$ cat config.mk
export PLATFORM = sky130hd
export DESIGN_NAME = cypher_lock_multi
export DESIGN_NICKNAME = d
export VERILOG_FILES = /design/src/rtl/cypher_lock_multi.sv
export SDC_FILE = /design/constraint.sdc
export NUM_CORES = 1
export LEC_CHECK = 0
export BUFFER_PORTS_ARGS = -buffer_cell sky130_fd_sc_hd__buf_2
export CAP_MARGIN = 20
export CORE_UTILIZATION = 40
export DETAILED_ROUTE_END_ITERATION = 16
export SETUP_SLACK_MARGIN = 0.4
export SYNTH_ARGS = -nofsm -noshare
export SYNTH_HDL_FRONTEND = slang
export SYNTH_SLANG_ARGS = --single-unit
$ cat constraint.sdc
create_clock -name clk -period 7.6 [get_ports clk]
set_input_delay 0.38 -clock clk [delete_from_list [all_inputs] [get_ports clk]]
set_output_delay 0.38 -clock clk [all_outputs]
set_load 0.005 [all_outputs]
$ cat src/rtl/cypher_lock_multi.sv
// cypher_lock_multi
//   Parametrised digit-code lock. A DIGITS-long code (4-bit digits, 0-9) is
//   programmed in SET and checked in ENTER. Consecutive failures are counted.
//   Reaching MAX_TRIES failures starts a LOCKOUT of exactly LOCKOUT_CYCLES
//   cycles, after which the lock returns to ARMED. Entry supports backspace,
//   and the code can be re-keyed while the lock is open.
// Ports
//   clk, rst_n          clock (rising edge), asynchronous active-low reset
//   key_valid/key_digit one-cycle keypad strobe and value (A-F ignored)
//   set_btn, open_btn   start programming / start an unlock attempt
//   confirm_btn         commit entry (SET/ENTER) or relock (OPEN)
//   clear_btn           backspace one digit
//   entry_digits        display nibbles, MS nibble = first digit
//   entry_count         digits currently entered
//   locked, unlocked    LED outputs
//   fail_count          consecutive failed attempts
//   lockout             high for the whole LOCKOUT dwell
module cypher_lock_multi #(
  parameter int DIGITS         = 4,
  parameter int MAX_TRIES      = 3,
  parameter int LOCKOUT_CYCLES = 1000
) (
  input  logic                             clk,
  input  logic                             rst_n,
  input  logic                             key_valid,
  input  logic [3:0]                       key_digit,
  input  logic                             set_btn,
  input  logic                             open_btn,
  input  logic                             confirm_btn,
  input  logic                             clear_btn,
  output logic [4*DIGITS-1:0]              entry_digits,
  output logic [$clog2(DIGITS+1)-1:0]      entry_count,
  output logic                             locked,
  output logic                             unlocked,
  output logic [$clog2(MAX_TRIES+1)-1:0]   fail_count,
  output logic                             lockout
);

  localparam int CW = $clog2(DIGITS + 1);
  localparam int FW = $clog2(MAX_TRIES + 1);
  localparam int TW = $clog2(LOCKOUT_CYCLES);

  typedef enum logic [2:0] {
    S_EMPTY   = 3'd0,
    S_SET     = 3'd1,
    S_ARMED   = 3'd2,
    S_ENTER   = 3'd3,
    S_OPEN    = 3'd4,
    S_LOCKOUT = 3'd5
  } state_t;

  state_t                     state_q, state_d;
  logic [DIGITS-1:0][3:0]     code_q, code_d;
  logic [DIGITS-1:0][3:0]     entry_q, entry_d;   // slot 0 = first digit typed
  logic [CW-1:0]              entry_count_q, entry_count_d;
  logic [FW-1:0]              fail_count_q, fail_count_d;
  logic [TW-1:0]              timer_q, timer_d;
  logic [4*DIGITS-1:0]        entry_digits_q, entry_digits_d;
  logic                       locked_q, locked_d;
  logic                       unlocked_q, unlocked_d;
  logic                       lockout_q, lockout_d;

  logic do_confirm, do_clear, do_key, do_cmd, full;

  // Display image for a given state/entry: typed digits, 'A' for blank slots.
  function automatic logic [4*DIGITS-1:0] render(input state_t st,
                                                 input logic [DIGITS-1:0][3:0] ent,
                                                 input logic [CW-1:0] cnt);
    logic [4*DIGITS-1:0] r;
    r = '0;
    for (int i = 0; i < DIGITS; i++) begin
      case (st)
        S_SET, S_ENTER: begin
          if (i < int'(cnt)) r[4*(DIGITS-1-i) +: 4] = ent[i];
          else               r[4*(DIGITS-1-i) +: 4] = 4'hA;
        end
        S_LOCKOUT: r[4*(DIGITS-1-i) +: 4] = 4'hF;
        default:   r[4*(DIGITS-1-i) +: 4] = 4'h0;
      endcase
    end
    return r;
  endfunction

  // Next-state, code storage, entry buffer, failure counter and lockout timer.
  always_comb begin
    state_d       = state_q;
    code_d        = code_q;
    entry_d       = entry_q;
    entry_count_d = entry_count_q;
    fail_count_d  = fail_count_q;
    timer_d       = timer_q;

    // Only the highest-priority pulse of the cycle is considered at all.
    do_confirm = confirm_btn;
    do_clear   = !confirm_btn && clear_btn;
    do_key     = !confirm_btn && !clear_btn && key_valid;
    do_cmd     = !confirm_btn && !clear_btn && !key_valid;
    full       = (entry_count_q == CW'(DIGITS));

    case (state_q)
      S_EMPTY: begin
        if (do_cmd && set_btn) begin
          state_d       = S_SET;
          entry_d       = '0;
          entry_count_d = '0;
        end else begin
          state_d = state_q;
        end
      end
      S_SET, S_ENTER: begin
        if (do_confirm) begin
          if (!full) begin
            state_d = state_q;
          end else if (state_q == S_SET) begin
            code_d  = entry_q;
            state_d = S_ARMED;
          end else if (entry_q == code_q) begin
            state_d      = S_OPEN;
            fail_count_d = '0;
          end else if (fail_count_q == FW'(MAX_TRIES - 1)) begin
            fail_count_d = fail_count_q + FW'(1);
            state_d      = S_LOCKOUT;
            timer_d      = TW'(LOCKOUT_CYCLES - 1);
          end else begin
            fail_count_d = fail_count_q + FW'(1);
            state_d      = S_ARMED;
          end
        end else if (do_clear) begin
          if (entry_count_q != '0) begin
            entry_count_d = entry_count_q - CW'(1);
            for (int i = 0; i < DIGITS; i++) begin
              if (CW'(i) == entry_count_q - CW'(1)) entry_d[i] = 4'h0;
              else                                  entry_d[i] = entry_q[i];
            end
          end else begin
            entry_count_d = entry_count_q;
          end
        end else if (do_key) begin
          if (!full && (key_digit <= 4'd9)) begin
            entry_count_d = entry_count_q + CW'(1);
            for (int i = 0; i < DIGITS; i++) begin
              if (CW'(i) == entry_count_q) entry_d[i] = key_digit;
              else                         entry_d[i] = entry_q[i];
            end
          end else begin
            entry_count_d = entry_count_q;
          end
        end else begin
          state_d = state_q;
        end
      end
      S_ARMED: begin
        if (do_cmd && open_btn) begin
          state_d       = S_ENTER;
          entry_d       = '0;
          entry_count_d = '0;
        end else begin
          state_d = state_q;
        end
      end
      S_OPEN: begin
        if (do_confirm) begin
          state_d = S_ARMED;
        end else if (do_cmd && set_btn) begin
          state_d       = S_SET;
          entry_d       = '0;
          entry_count_d = '0;
        end else begin
          state_d = state_q;
        end
      end
      S_LOCKOUT: begin
        // Timer loaded with LOCKOUT_CYCLES-1, so release happens on the
        // LOCKOUT_CYCLES-th cycle spent here.
        if (timer_q == '0) begin
          state_d      = S_ARMED;
          fail_count_d = '0;
        end else begin
          timer_d = timer_q - TW'(1);
        end
      end
      default: begin
        state_d = S_EMPTY;
      end
    endcase
  end

  // Output images derived from next-state values so registered outputs line up with state.
  always_comb begin
    entry_digits_d = render(state_d, entry_d, entry_count_d);
    locked_d       = 1'b0;
    unlocked_d     = 1'b1;
    lockout_d      = 1'b0;
    case (state_d)
      S_EMPTY:   begin locked_d = 1'b0; unlocked_d = 1'b1; lockout_d = 1'b0; end
      S_SET:     begin locked_d = 1'b0; unlocked_d = 1'b0; lockout_d = 1'b0; end
      S_ARMED,
      S_ENTER:   begin locked_d = 1'b1; unlocked_d = 1'b0; lockout_d = 1'b0; end
      S_OPEN:    begin locked_d = 1'b1; unlocked_d = 1'b1; lockout_d = 1'b0; end
      S_LOCKOUT: begin locked_d = 1'b1; unlocked_d = 1'b0; lockout_d = 1'b1; end
      default:   begin locked_d = 1'b0; unlocked_d = 1'b1; lockout_d = 1'b0; end
    endcase
  end

  // State and output registers.
  always_ff @(posedge clk or negedge rst_n) begin
    if (!rst_n) begin
      state_q        <= S_EMPTY;
      code_q         <= '0;
      entry_q        <= '0;
      entry_count_q  <= '0;
      fail_count_q   <= '0;
      timer_q        <= '0;
      entry_digits_q <= '0;
      locked_q       <= 1'b0;
      unlocked_q     <= 1'b1;
      lockout_q      <= 1'b0;
    end else begin
      state_q        <= state_d;
      code_q         <= code_d;
      entry_q        <= entry_d;
      entry_count_q  <= entry_count_d;
      fail_count_q   <= fail_count_d;
      timer_q        <= timer_d;
      entry_digits_q <= entry_digits_d;
      locked_q       <= locked_d;
      unlocked_q     <= unlocked_d;
      lockout_q      <= lockout_d;
    end
  end

  assign entry_digits = entry_digits_q;
  assign entry_count  = entry_count_q;
  assign locked       = locked_q;
  assign unlocked     = unlocked_q;
  assign fail_count   = fail_count_q;
  assign lockout      = lockout_q;

endmodule

# Word-level counts from Yosys, hierarchy flattened

Index checks and enable logic that the tools add are counted.
W data, S select, Z words.

Memories kept: 0
Memory bits (writable): 0
Memory bits (read-only): 0
Register bits: 69
Bits in latches: 0
Output and inout port bits: 24
Word-level logic and storage cells: 135

Equality and inequality tests: 26
$add $sub $neg: 4
Reduce and logical (&&, ||, !) cells: 24
$mul: 0
Shift-type cells: 0
Mux-type cells: 60
Bitwise gates (word level): 0
Div/mod/pow operators: 0
$lt $le $gt $ge: 5

Operators by type and width:

| operator                | count |
|---|---|
| $mux W16                | 8 |
| $pmux W16 S4            | 1 |
| $mux W10                | 6 |
| $mux W3                 | 17 |
| $mux W4                 | 12 |
| $pmux W4 S2             | 4 |
| $pmux W10 S2            | 1 |
| $eq A16 B16 Y1          | 1 |
| $eq A3 B3 Y1 const B    | 5 |
| $pmux W3 S5             | 1 |
| $ne A2 B2 Y1 const B    | 7 |
| $eq A2 B3 Y1 const A    | 4 |
| $eq A3 B2 Y1 const B    | 4 |
| $pmux W3 S4             | 1 |
| $logic_not A10 Y1       | 1 |
| $mux W2                 | 5 |
| $sub A10 B1 Y10 const B | 1 |
| $logic_not A3 Y1        | 3 |
| $reduce_or A4 Y1        | 2 |
| $logic_and A1 B1 Y1     | 7 |
| $reduce_and A7 Y1       | 1 |
| $eq A1 B3 Y1 const A    | 2 |
| $eq A3 B1 Y1 const B    | 2 |
| $lt A1 B3 Y1 const A    | 2 |
| 14 further kinds        | 21 |

# Logic depth before layout (Yosys ltp)

Gate-level depths: netlist of run 1.

Depth after elaboration: 11
Gate-level depth with buffers: 10
Mapped depth without buffers: 9

# Worst setup path before layout of run 1

Ideal clock, no wire load.

Path kind: register to register
Start point: reg entry_count_q[0], in the netlist entry_count[0]
End point: reg entry_digits_q[5], in the netlist entry_digits[5]
Arrival time: 2.382 ns
Setup time: 0.124 ns
Slack: 5.094 ns
Cell stages (with the launch flop): 9
Path through: dfrtp_1 -> inv_1 -> ha_1 -> a211oi_1 -> nand3_1 -> o21a_1 -> o32ai_1 -> a21oi_1 -> o31a_1

Longest elaborated chain between the ends: 11
Elaborated cells on any way between the ends: 35
Those cells by class: add/sub: 2; order compare: 1; eq/ne: 6; mux: 22; reduce/logical: 4

RTL lines:

| what                                                  | line | RTL |
|---|---|---|
| from (decl)                                           | 55   | `logic [CW-1:0] entry_count_q, entry_count_d;` |
| from (signal assigned)                                | 222  | `entry_count_q <= entry_count_d;` |
| branches (longest 5 deep; another with $add A3 B1 Y3) | -    |  |
| $mux W3 *                                             | 128  | `end else if (do_clear) begin` |
| $mux W3 *                                             | 111  | `if (do_confirm) begin` |
| $pmux W3 S4 *                                         | 100  | `case (state_q)` |
| net entry_count_d[2]                                  | 55   |  |
| $lt A2 B3 Y1 *                                        | 74   | `if (i < int'(cnt)) r[4*(DIGITS-1-i) +: 4] = ent[i];` |
| $mux W4 *                                             | 74   |  |
| $pmux W4 S2 *                                         | 72   | `case (st)` |
| net entry_digits_d[5]                                 | 58   | `logic [4*DIGITS-1:0] entry_digits_q, entry_digits_d;` |
| to (signal assigned)                                  | 225  | `entry_digits_q <= entry_digits_d;` |
| to (decl)                                             | 58   |  |

Mark *: on every way through the listed nets, which the timed path passes.
A chain may end at the register's enable or synchronous reset.

# Worst setup path after layout of run 1

Start point: reg entry_count_q[0], in the netlist entry_count[0]
End point: reg entry_digits_q[9], in the netlist entry_digits[9]

Longest elaborated chain between the ends: 11
Elaborated cells on any way between the ends: 35
Those cells by class: add/sub: 2; order compare: 1; eq/ne: 6; mux: 22; reduce/logical: 4

RTL lines:

| what                                                  | line |
|---|---|
| branches (longest 5 deep; another with $add A3 B1 Y3) | - |
| $mux W3 *                                             | 128 |
| $mux W3 *                                             | 111 |
| $pmux W3 S4 *                                         | 100 |
| net entry_count_d[2]                                  | 55 |
| $lt A1 B3 Y1 *                                        | 74 |
| $mux W4 *                                             | 74 |
| $pmux W4 S2 *                                         | 72 |
| net entry_digits_d[9]                                 | 58 |

Marks and branches as above.

==> reports/qor_table.md, run 1 <==
| Result | Reported |
|---|---|
| Worst setup path category | flop to flop |
| Utilization of the core after routing | 48.1% |
| TNS Setup | 0 ns |
| Number of cells on the worst reg-to-reg path | 8 |
| Data arrival time at the worst-slack endpoint | 3.52 ns |
| Number of storage elements in the synthesis netlist | 69 |
| Number of setup buffers added after CTS | 0 |
| DRC violations left | 0 |
| First-pass GRT wire length | 13.9 mm |
| CTS Buf Count | 9 |
| Path class of the lowest-slack min-delay path | primary input to async pin |
| Biggest cell delay along the critical path | 0.75 ns |
| Most frequent cells in the layout | 68 x dfrtp_1, 34 x buf_2, 19 x inv_1, 19 x mux2_2 |
| Remaining global-route overflow | 0 |
| Static leakage power | 2.04 nW |
| Period utilization | 43.2% |
| Power share of the combinational group | 35.1% |
| Clk_skew | 0.00734 ns |
| Pin count of the biggest net entering global routing | 70 |
| Number of placed I/O pins | 35 |
| Ys async rst share | 100% |
| Clk network pwr share | 27.1% |
| Slew Limit Headroom | 38.1% |
| Cell row count | 33 |
| Power density over the cells | 336 mW/mm2 |
| Post-cts repair resize count | 0 |
| Non-filler cells, final | 463 |
| Die height | 95.2 um |
| Placeable core region | 0.00830 mm2 |
| Biggest area consumer among synthesized cells | dfrtp_1 |
| Worst Setup Start Kind | flop |
| Ys flop type | dfrtp_1 |
| Synth-to-layout area growth | 14.9% |
| Netlist cell types | 54 |
| Largest cells by area after synthesis | dfrtp_1 49%, mux2_2 6.2%, xor2_1 4.0%, ha_1 3.2%, o21ai_0 2.3% |
| Worst-path maximum fanout | 8 |
| Sequential share of power | 37.8% |
| Internal power | 0.834 mW |
| Placed cell count | 448 |
| Most common cell after layout, fill and taps aside | dfrtp_1 |
| Fmax | 305 MHz |
| Starting density of the core | 41.8% |
| Setup repair after global routing missed its margin | no |
| Number of synthesized flops with an enable pin | 0 |
| Antenna Nets Post-Route | 0 |
| Max Transition Viols Final | 0 |
| Share of the yosys chip area belonging to registers | 49.8% |
| H-tree depth | 3 |
| Wire length per cell after detailed routing | 18.2 um |
| Time the worst path needs with I/O delays and setup | 3.28 ns |
| Number of input and output port buffers inserted | 34 |
| All-Layer GR Usage | 20.8% |
| Worst vdd ir | 0.213 mV |
| TritonCTS clock tree | done |
| Sw frac | 37.7% |
| Final routed wirelength across all metal layers | 8.43 mm |
| Number of global-route vias before repair | 2612 |
| Horiz. Die Dim | 95.2 um |
| Worst-margin pin slew | 0.926 ns |
| Post-synth design cell area | 0.00347 mm2 |
| Total number of vias | 2666 |
| DP Wirelength | 5.97 mm |
| First-pass detailed-route iteration total | 4 |
| Starting DRT DRC Count | 150 |
| Cell with the largest stage delay on the worst path | o32ai_1 |
| Full die area | 0.00906 mm2 |
| Final number of hold-violating endpoints | 0 |
| Clock network latency to the later pin of the worst-skew pair | 0.35 ns |
| Mean instance size in the synthesized netlist | 11.0 um2 |
| Diode insertion count for antenna repair | 0 |
| # nets final | 374 |
| Nets in the synthesized netlist | 337 |
| Avg Vias per Cell | 5.76 |
| CTS Root Buffer Type | clkbuf_8 |
| Clock slew at the register clock pins of the worst setup and hold paths | 0.08 ns |
| Antenna violations before repair | 0 |
| Critical path required time | 7.84 ns |
| Gate count after technology mapping | 317 |
| CP Capture Type | flop |
| Result of the run | complete, no violations |
| Area share of the largest cell type after synthesis | 49.0% |
| Routability congestion estimate from global placement | 0.848 |
| Chain of cells forming the critical path | inv_1 > ha_1 > a211oi_1 > nand3_1 > o21a_1 > o32ai_1 > nor2_1 > o31a_1 |
| Switching power of the nets | 0.505 mW |
| Max-capacitance violation count | 0 |
| Worst-case clock buffer depth | 2 |
| Share of post-route cells with drive strength above 1 | 22.9% |
| CTS sink cnt | 69 |
| Hold Buf Count CTS | 0 |
| Number of warnings printed during yosys synthesis | 0 |
| Final setup violating endpoints | 0 |
[power by group through the flow]
stage               sequential, mW  combinational (mW)  clock [mW]
finish                       0.506               0.470       0.363
detailed placement           0.510               0.466           0
global placement             0.509               0.464           0
CTS                          0.505               0.470       0.367
global route                 0.517               0.524       0.382
floorplan                    0.488               0.327           0
[cell families (layout without fill, tap and decap cells)]
group,after synthesis,after routing,synth area share [%]
XOR/XNOR,16,16,4.04
adder cells (fa/ha/maj),9,9,3.24
flip-flops,69,69,49.8
buffers and inverters,33,74,3.86
AND/OR/NAND/NOR,89,89,14.8
multiplexers,23,23,7.32
AO/OA/AOI/OAI,78,78,17.0
[metrics by stage]
step / power [mW] / worst slack [ns] / hold WS (ns) / area (um2)
2_1_floorplan: 0.815 / 5.09 / 0.0844 / 3470
3_3_place_gp: 0.973 / 4.38 / 0.493 / 3750
3_5_place_dp: 0.976 / 4.37 / 0.500 / 3750
6_report: 1.34 / 4.32 / 0.201 / 3990
4_1_cts: 1.34 / 4.33 / 0.257 / 3990
5_1_grt: 1.42 / 4.09 / 0.301 / 3990
[cell usage after synthesis (2+ instances only)]
master / number
a31oi_1: 3
mux2_2: 19
nor2b_1: 12
a211oi_1: 3
ha_1: 9
mux2i_1: 4
buf_2: 2
nor3_1: 6
o21ai_0: 16
or3_1: 2
clkbuf_1: 8
and3_1: 4
xor2_1: 16
nor4_1: 8
and2_1: 2
or4_2: 2
a41oi_1: 3
dfrtp_1: 68
nand2b_1: 6
o21a_1: 4
nor3b_1: 3
inv_1: 19
a2111oi_0: 2
nand2_1: 11
o31a_1: 6
a41o_1: 2
a21oi_1: 4
a32o_1: 6
a32oi_1: 5
nand4_1: 7
o31ai_1: 6
a21o_1: 3
a22oi_1: 5
nor2_1: 16
nand3_1: 5
a22o_1: 2
[critical path, delay by kind of cell, from the launching register on]
kind / cells / cell delay (ns)
simple gates: 2 / 0.50
compound gates: 4 / 1.69
flops: 1 / 0.48
fa+ha+maj: 1 / 0.33
buf+inv: 1 / 0.15
[area by class of cell]
cell class / instances / area [um2]
clock buffers: 9 / 124
clock inverters: 6 / 111
repair buffers: 38 / 200
flip-flops and latches: 69 / 1730
inverters: 21 / 78.8
multi-input cells: 215 / 1620
fillers: 772 / 4310
well taps: 105 / 131
[final timing paths]
check	startpoint	slack, ns	to
max	entry_count[0]	4.32	entry_digits[9]
min	rst_n	0.20	timer_q[5]
max reg2reg	entry_count[0]	4.32	entry_digits[9]
min reg2reg	fail_count[1]	0.51	fail_count[1]
max in group asynchronous	rst_n	6.82	timer_q[1]
min in group clk	key_digit[2]	0.34	entry_q[14]
[state kept, by name (all words and copies together) (netlist names)]
register	flops
code_q	16
timer_q	10
entry_count	3
entry_q	16
unlocked	1
lockout	1
entry_digits	16
fail_count	2
state_q	3
locked	1
[per-layer routing]
layer / track usage (%) / up-vias / part of all wire [%]
met1: 30.3 / 1317 / 48
met3: 4.78 / 12 / 5.4
met4: 6.57 / 0 / 1.4
li1: - / 1251 / -
met2: 30.4 / 86 / 46
met5: 0 / - / 0
(Power assumes the default switching activity.)
==> run 2, diff against run 1 <==
==> constraint.sdc (replaced) <==
create_clock -name clk -period 3.4 [get_ports clk]
set_input_delay 0.17 -clock clk [delete_from_list [all_inputs] [get_ports clk]]
set_output_delay 0.17 -clock clk [all_outputs]
set_load 0.005 [all_outputs]
==> run 2 against run 1 <==
  * Critical path depth stayed put
  * Die area is the same
  * Critical endpoint is now entry_digits[8]
  * Clock skew increased by 0.0034 ns
  * Register-to-register slack lost 3.8 ns
  * Clock power increased by 110%
  * Cell count increased by 2.2%
  * Core utilization grew 0.93 points
  * First-iteration DRC count increased by 35%
  * Fmax rose by 16%
  * Non-clock buffer count rose by 9
  * Count of clock-buffer cells in the layout grew 1
  * Global-route usage down 0.39 points
==> reports/qor_table.md, run 2 (same netlist as run 1, synthesis figures left out) <==
| Result | Reported | Change |
|---|---|---|
| Total power draw | 3.00 mW | +120% |
| Worst-path maximum fanout | 8 | unchanged |
| DP Wirelength | 6.11 mm | +2.3% |
| Starting density of the core | 41.8% | unchanged |
| Final number of hold-violating endpoints | 0 | unchanged |
| Antenna Nets Post-Route | 0 | unchanged |
| Cell row count | 33 | unchanged |
| Utilization of the core after routing | 49.0% | +0.93 points |
| Number of buffers and inverters on the critical path | 1 | unchanged |
| Clock slew at the register clock pins of the worst setup and hold paths | 0.08 ns | about the same |
| Avg Vias per Cell | 5.66 | -1.7% |
| CP Depth | 8 | unchanged |
| CP Capture Type | flop |  |
| Biggest cell delay along the critical path | 0.45 ns | -0.30 ns |
| Power density over the cells | 739 mW/mm2 | +120% |
| Starting DRT DRC Count | 202 | +35% |
| Top cell family by delay on the critical path | compound AO/OA/AOI/OAI gates |  |
| Number of global-route vias before repair | 2535 | -2.9% |
| CTS sink cnt | 69 | unchanged |
| Layout filler cell count | 766 | -0.78% |
| TNS Setup | 0 ns | unchanged |
| Placed cell count | 456 | +1.8% |
| Footprint of the multi-input gates | 0.00163 mm2 | +0.77% |
| Static leakage power | 2.07 nW | +1.9% |
| Remaining global-route overflow | 0 | unchanged |
| Final routed wirelength across all metal layers | 8.58 mm | +1.7% |
| Slew Limit Headroom | 60.1% | +22 points |
| Most frequent cells in the layout | 68 x dfrtp_1, 34 x buf_2, 19 x inv_1, 19 x mux2_2 |  |
| Highest layer used for signal routing | met4 |  |
| Time the worst path needs with I/O delays and setup | 2.83 ns | -0.448 ns |
| Wire length on met3 | 433 um | -4.4% |
| CTS Buf Count | 9 | unchanged |
| Post-Place Cell Area | 0.00381 mm2 | +1.6% |
| Routed length on met1 | 4.20 mm | +4.3% |
| Total number of vias | 2677 | +0.41% |
| Worst vdd ir | 0.389 mV | +83% |
| Max-capacitance violation count | 0 | unchanged |
| Setup repair after global routing missed its margin | yes |  |
| Pin count of the biggest net entering global routing | 31 | -56% |
| Worst Setup Start Kind | flop |  |
| Number of placed I/O pins | 35 | unchanged |
| Antenna violations before repair | 0 | unchanged |
| Placeable core region | 0.00830 mm2 | unchanged |
| # nets final | 383 | +2.4% |
| Clk_skew | 0.0107 ns | +0.00340 ns |
| First-pass detailed-route iteration total | 4 | unchanged |
| Worst setup slack after placement | 0.459 ns | -3.91 ns |
| Period utilization | 83.3% | +40 points |
| Synth-to-layout area growth | 17.1% |  |
| Data arrival time at the worst-slack endpoint | 3.07 ns | -0.45 ns |
| Number of setup buffers added after CTS | 0 | unchanged |
| Non-filler cells, final | 473 | +2.2% |
| Final setup violating endpoints | 0 | unchanged |
| Fmax | 353 MHz | +16% |
| Diode insertion count for antenna repair | 0 | unchanged |
| Wire length per cell after detailed routing | 18.1 um | -0.42% |
| Critical path required time | 3.64 ns | -4.20 ns |
| Seq. cell area | 0.00173 mm2 | unchanged |
| Die height | 95.2 um | unchanged |
| Routability congestion estimate from global placement | 0.827 | -2.5% |
| Result of the run | complete, no violations |  |
| DRC violations left | 0 | unchanged |
| Final setup margin | 0.567 ns | -3.75 ns |
| Cell count of the worst hold path | 3 |  |
| Number of cells on the worst reg-to-reg path | 8 | unchanged |
| Met2 Wirelength | 3.78 mm | -1.5% |
| Path class of the lowest-slack min-delay path | primary input to flop |  |
| Full die area | 0.00906 mm2 | unchanged |
| H-tree depth | 3 | unchanged |
| CTS Root Buffer Type | clkbuf_8 |  |
| Clock network latency to the later pin of the worst-skew pair | 0.35 ns | about the same |
| Max Transition Viols Final | 0 | unchanged |
| Finished Cell Area | 0.00407 mm2 | +1.9% |
| Number of input and output port buffers inserted | 34 | unchanged |
| Worst-margin pin slew | 0.593 ns | -0.333 ns |
| Share of post-route cells with drive strength above 1 | 25.5% | +2.6 points |
| Most common cell after layout, fill and taps aside | dfrtp_1 |  |
| Horiz. Die Dim | 95.2 um | unchanged |
| Worst-case clock buffer depth | 2 | unchanged |
| First-pass GRT wire length | 13.4 mm | -3.7% |
| Final hold slack | 0.119 ns | -0.0823 ns |
| Chain of cells forming the critical path | inv_1 > ha_1 > nor2b_1 > mux2_2 > a2111oi_0 > a221o_1 > nor2_1 > o31ai_1 |  |
| Cell with the largest stage delay on the worst path | dfrtp_1 |  |
| TritonCTS clock tree | done |  |
| All-Layer GR Usage | 20.4% | -0.39 points |
| Worst setup path category | flop to flop |  |
[run 2: cell types whose count changed in the layout (fill, tap and decap cells not counted), sizes merged]
cell and delta:
clkbuf +1, inv +1, clkinv -1, buf +8, bufinv -1, dlygate4sd3 +1
clkinvlp +1
[run 2: worst register-to-register path, cell delays in order, from the launching register on]
cell and delay, ns:
dfrtp_1 0.45, inv_1 0.17, ha_1 0.33, nor2b_1 0.23, mux2_2 0.36, a2111oi_0 0.45, a221o_1 0.27, nor2_1 0.12
o31ai_1 0.33
[run 2: path summary, 6_finish.rpt]
check / startpoint / endpoint / slack (ns)
min reg2reg: fail_count[0] / fail_count[0] / 0.52
max reg2reg: entry_count[1] / entry_digits[8] / 0.57
min: key_digit[2] / entry_q[14] / 0.12
min in group asynchronous: rst_n / timer_q[8] / 0.25
max: entry_count[1] / entry_digits[8] / 0.57
max in group asynchronous: rst_n / unlocked / 2.44
[run 2: routing by layer]
layer  GRT usage [%]  vias up
li1                -     1268
met1            29.6     1316
met2            28.9       77
met3            4.55       16
met4            9.22        0
met5               0        -
[run 2: power breakdown]
group          internal, mW  switching [mW]  total (mW)  leakage (nW)
sequential            0.979           0.151        1.13         0.922
clock                 0.438           0.333       0.771         0.110
combinational         0.445           0.658        1.10          1.04
[run 2: layout make-up]
| cell class | count | share of cell area, % |
|---|---|---|
| timing repair buffer | 47 | 6.65 |
| clock inverter | 6 | 2.28 |
| tap | 105 | 3.23 |
| sequential | 69 | 42.5 |
| multi-input combinational | 215 | 40.0 |
| clock buffer | 10 | 3.38 |
| inverter | 21 | 1.94 |
[run 2: timing repair]
item                                    CTS  global route
endpoints found under the hold margin    11             0
hold buffers                              1             0
gates resized for setup                   0             3
endpoints found under the setup margin    0            13
==> run 3, diff against run 2 <==
==> constraint.sdc (replaced) <==
create_clock -name clk -period 2.7 [get_ports clk]
set_input_delay 0.135 -clock clk [delete_from_list [all_inputs] [get_ports clk]]
set_output_delay 0.135 -clock clk [all_outputs]
set_load 0.005 [all_outputs]
==> run 3 against run 2 <==
  * Power grew 43%
  * Fmax increased by 17%
  * Worst setup slack worse by 0.28 ns
  * Sequential cell count did not move
  * Clock skew rose by 0.00072 ns
  * Count of clock-buffer cells in the layout rose by 1
==> reports/qor_table.md, run 3 (same netlist as run 1, synthesis figures left out) <==
| Result | Reported | Change |
|---|---|---|
| Period utilization | 89.4% | +6.1 points |
| Worst setup path category | flop to flop |  |
| Number of input and output port buffers inserted | 34 | unchanged |
| Sw frac | 39.4% | +1.4 points |
| Antenna Nets Post-Route | 0 | unchanged |
| Setup repair after global routing missed its margin | yes |  |
| Fmax | 414 MHz | +17% |
| CTS sink cnt | 69 | unchanged |
| Cell with the largest stage delay on the worst path | dfrtp_1 |  |
| Clock slew at the register clock pins of the worst setup and hold paths | 0.08 ns | about the same |
| TritonCTS clock tree | done |  |
| Result of the run | complete, no violations |  |
| Most frequent cells in the layout | 66 x dfrtp_1, 43 x buf_4, 34 x buf_2 |  |
| Chain of cells forming the critical path | inv_2 > ha_4 > a211oi_4 > nand3_2 > buf_4 > a211o_1 > o211ai_1 > buf_4 > nor3_2 > buf_4 > o31a_1 |  |
| First-pass GRT wire length | 15.1 mm | +13% |
| Worst-path maximum fanout | 4 | -4 |
| Worst-case clock buffer depth | 2 | unchanged |
| Synth-to-layout area growth | 32.9% |  |
| Number of cells on the worst reg-to-reg path | 11 | +3 |
| Met1 GRT Util | 30.8% | +1.2 points |
| Switching power of the nets | 1.70 mW | +49% |
| Starting density of the core | 41.8% | unchanged |
| CTS Root Buffer Type | clkbuf_8 |  |
| Slew Limit Headroom | 49.1% | -11 points |
| Pin count of the biggest net entering global routing | 40 | +29% |
| CP Capture Type | flop |  |
| Clk_skew | 0.0115 ns | +0.000720 ns |
| Number of placed I/O pins | 35 | unchanged |
| Worst vdd ir | 0.394 mV | +1.4% |
| TNS Setup | 0 ns | unchanged |
| Power share of the combinational group | 46.4% | +9.7 points |
| First-pass detailed-route iteration total | 5 | +1 |
| Cell row count | 33 | unchanged |
| Full die area | 0.00906 mm2 | unchanged |
| Static leakage power | 2.32 nW | +12% |
| Biggest cell delay along the critical path | 0.37 ns | -0.08 ns |
| Critical path required time | 2.94 ns | -0.70 ns |
| Layer with the highest usage | met2 |  |
| # nets final | 420 | +9.7% |
| Final setup violating endpoints | 0 | unchanged |
| All-Layer GR Usage | 22.5% | +2.1 points |
| H-tree depth | 3 | unchanged |
| Remaining global-route overflow | 0 | unchanged |
| DRC violations left | 0 | unchanged |
| Internal power | 2.61 mW | +40% |
| Max Transition Viols Final | 0 | unchanged |
| Reg-to-Reg Start | entry_count[1] |  |
| Power density over the cells | 934 mW/mm2 | +26% |
| Antenna violations before repair | 0 | unchanged |
| Wire length per cell after detailed routing | 18.6 um | +2.6% |
| Total number of vias | 2883 | +7.7% |
| Most used cell along the critical path | buf_4 |  |
| Most common cell after layout, fill and taps aside | dfrtp_1 |  |
| R2r endpoint | entry_digits[15] |  |
| Final number of hold-violating endpoints | 0 | unchanged |
| Sequential share of power | 32.9% | -4.7 points |
| CTS Buf Count | 9 | unchanged |
| Diode insertion count for antenna repair | 0 | unchanged |
| Share of post-route cells with drive strength above 1 | 40.2% | +15 points |
| End point of the critical path | entry_digits[15] |  |
| Internal reg-to-reg setup slack | 0.29 ns | -0.28 ns |
| Total power draw | 4.31 mW | +43% |
| Final routed wirelength across all metal layers | 9.49 mm | +11% |
| Met2 usage in global routing | 34.7% | +5.8 points |
| Routability congestion estimate from global placement | 0.924 | +12% |
| Clock network latency to the later pin of the worst-skew pair | 0.35 ns | about the same |
| Starting DRT DRC Count | 187 | -7.4% |
| Max-capacitance violation count | 0 | unchanged |
| Horiz. Die Dim | 95.2 um | unchanged |
| Worst-margin pin slew | 0.764 ns | +0.171 ns |
| Time the worst path needs with I/O delays and setup | 2.41 ns | -0.420 ns |
| Worst Setup Start Kind | flop |  |
| Clk network pwr share | 20.7% | -5.0 points |
| Die height | 95.2 um | unchanged |
| Path class of the lowest-slack min-delay path | primary input to flop |  |
| Avg Vias per Cell | 5.65 | -0.12% |
| Met3 GRT Util | 5.82% | +1.3 points |
| Number of global-route vias before repair | 2842 | +12% |
| Data arrival time at the worst-slack endpoint | 2.65 ns | -0.42 ns |
| Placeable core region | 0.00830 mm2 | unchanged |
| Worst Setup SP | entry_count[1] |  |
| DP Wirelength | 6.29 mm | +3.0% |
[run 3: how the worst min path moves through the flow]
| stage | depth (start not counted) | from | to | slack [ns] |
|---|---|---|---|---|
| 2_1_floorplan | 0 | rst_n | code_q[0] | -0.16 |
| 3_3_place_gp | 1 | rst_n | lockout | 0.25 |
| 3_5_place_dp | 1 | rst_n | lockout | 0.25 |
| 4_1_cts | 3 | key_digit[2] | entry_q[14] | 0.07 |
| 5_1_grt | 3 | key_digit[2] | entry_q[14] | 0.10 |
| 6_report | 3 | key_digit[2] | entry_q[14] | 0.1 |
[run 3: power by group through the flow]
stage / sequential (mW) / combinational (mW) / clock, mW
4_1_cts: 1.41 / 1.75 / 0.908
5_1_grt: 1.44 / 2.17 / 0.956
3_5_place_dp: 1.43 / 1.52 / 0
6_report: 1.42 / 2.00 / 0.892
3_3_place_gp: 1.42 / 1.51 / 0
2_1_floorplan: 1.38 / 0.954 / 0
[run 3: per-stage QoR]
stage	util (%)	worst slack (ns)	cell area, um2	hold slack, ns	cells
after CTS	53.2	0.360	4410	0.0683	501
after floorplan	-	0.386	3500	-0.161	317
after global placement	47.6	0.135	3950	0.246	469
final	55.6	0.287	4620	0.0957	510
after global routing	55.6	0.187	4620	0.100	510
after detailed placement	47.6	0.102	3950	0.251	469
[run 3: what timing repair did]
action                                 CTS  global route
setup endpoints to repair               25            29
pin swaps                               20            10
setup buffers                           15             9
hold buffers                             1             0
endpoints found under the hold margin   29             0
resized for setup                       31            30
[run 3: cell type report]
class	count	area, um2
clock buffer	11	151
clock inverter	5	58.8
fill	719	3680
inverter	21	86.3
multi-input combinational	215	1880
sequential	69	1730
tap	105	131
timing repair buffer	84	579
[run 3: critical path, delay by kind of cell, from the launching register on]
kind	cells	cell delay [ns]
AO/OA/AOI/OAI	4	0.93
adder cells (fa/ha/maj)	1	0.18
buffers and inverters	4	0.62
flip-flops	1	0.37
AND/OR/NAND/NOR	2	0.20
[run 3: layer usage]
| metal | vias up | wire length, um |
|---|---|---|
| li1 | 1340 | - |
| met1 | 1441 | 4320 |
| met2 | 86 | 4580 |
| met3 | 16 | 435 |
| met4 | 0 | 150 |
| met5 | - | 0 |
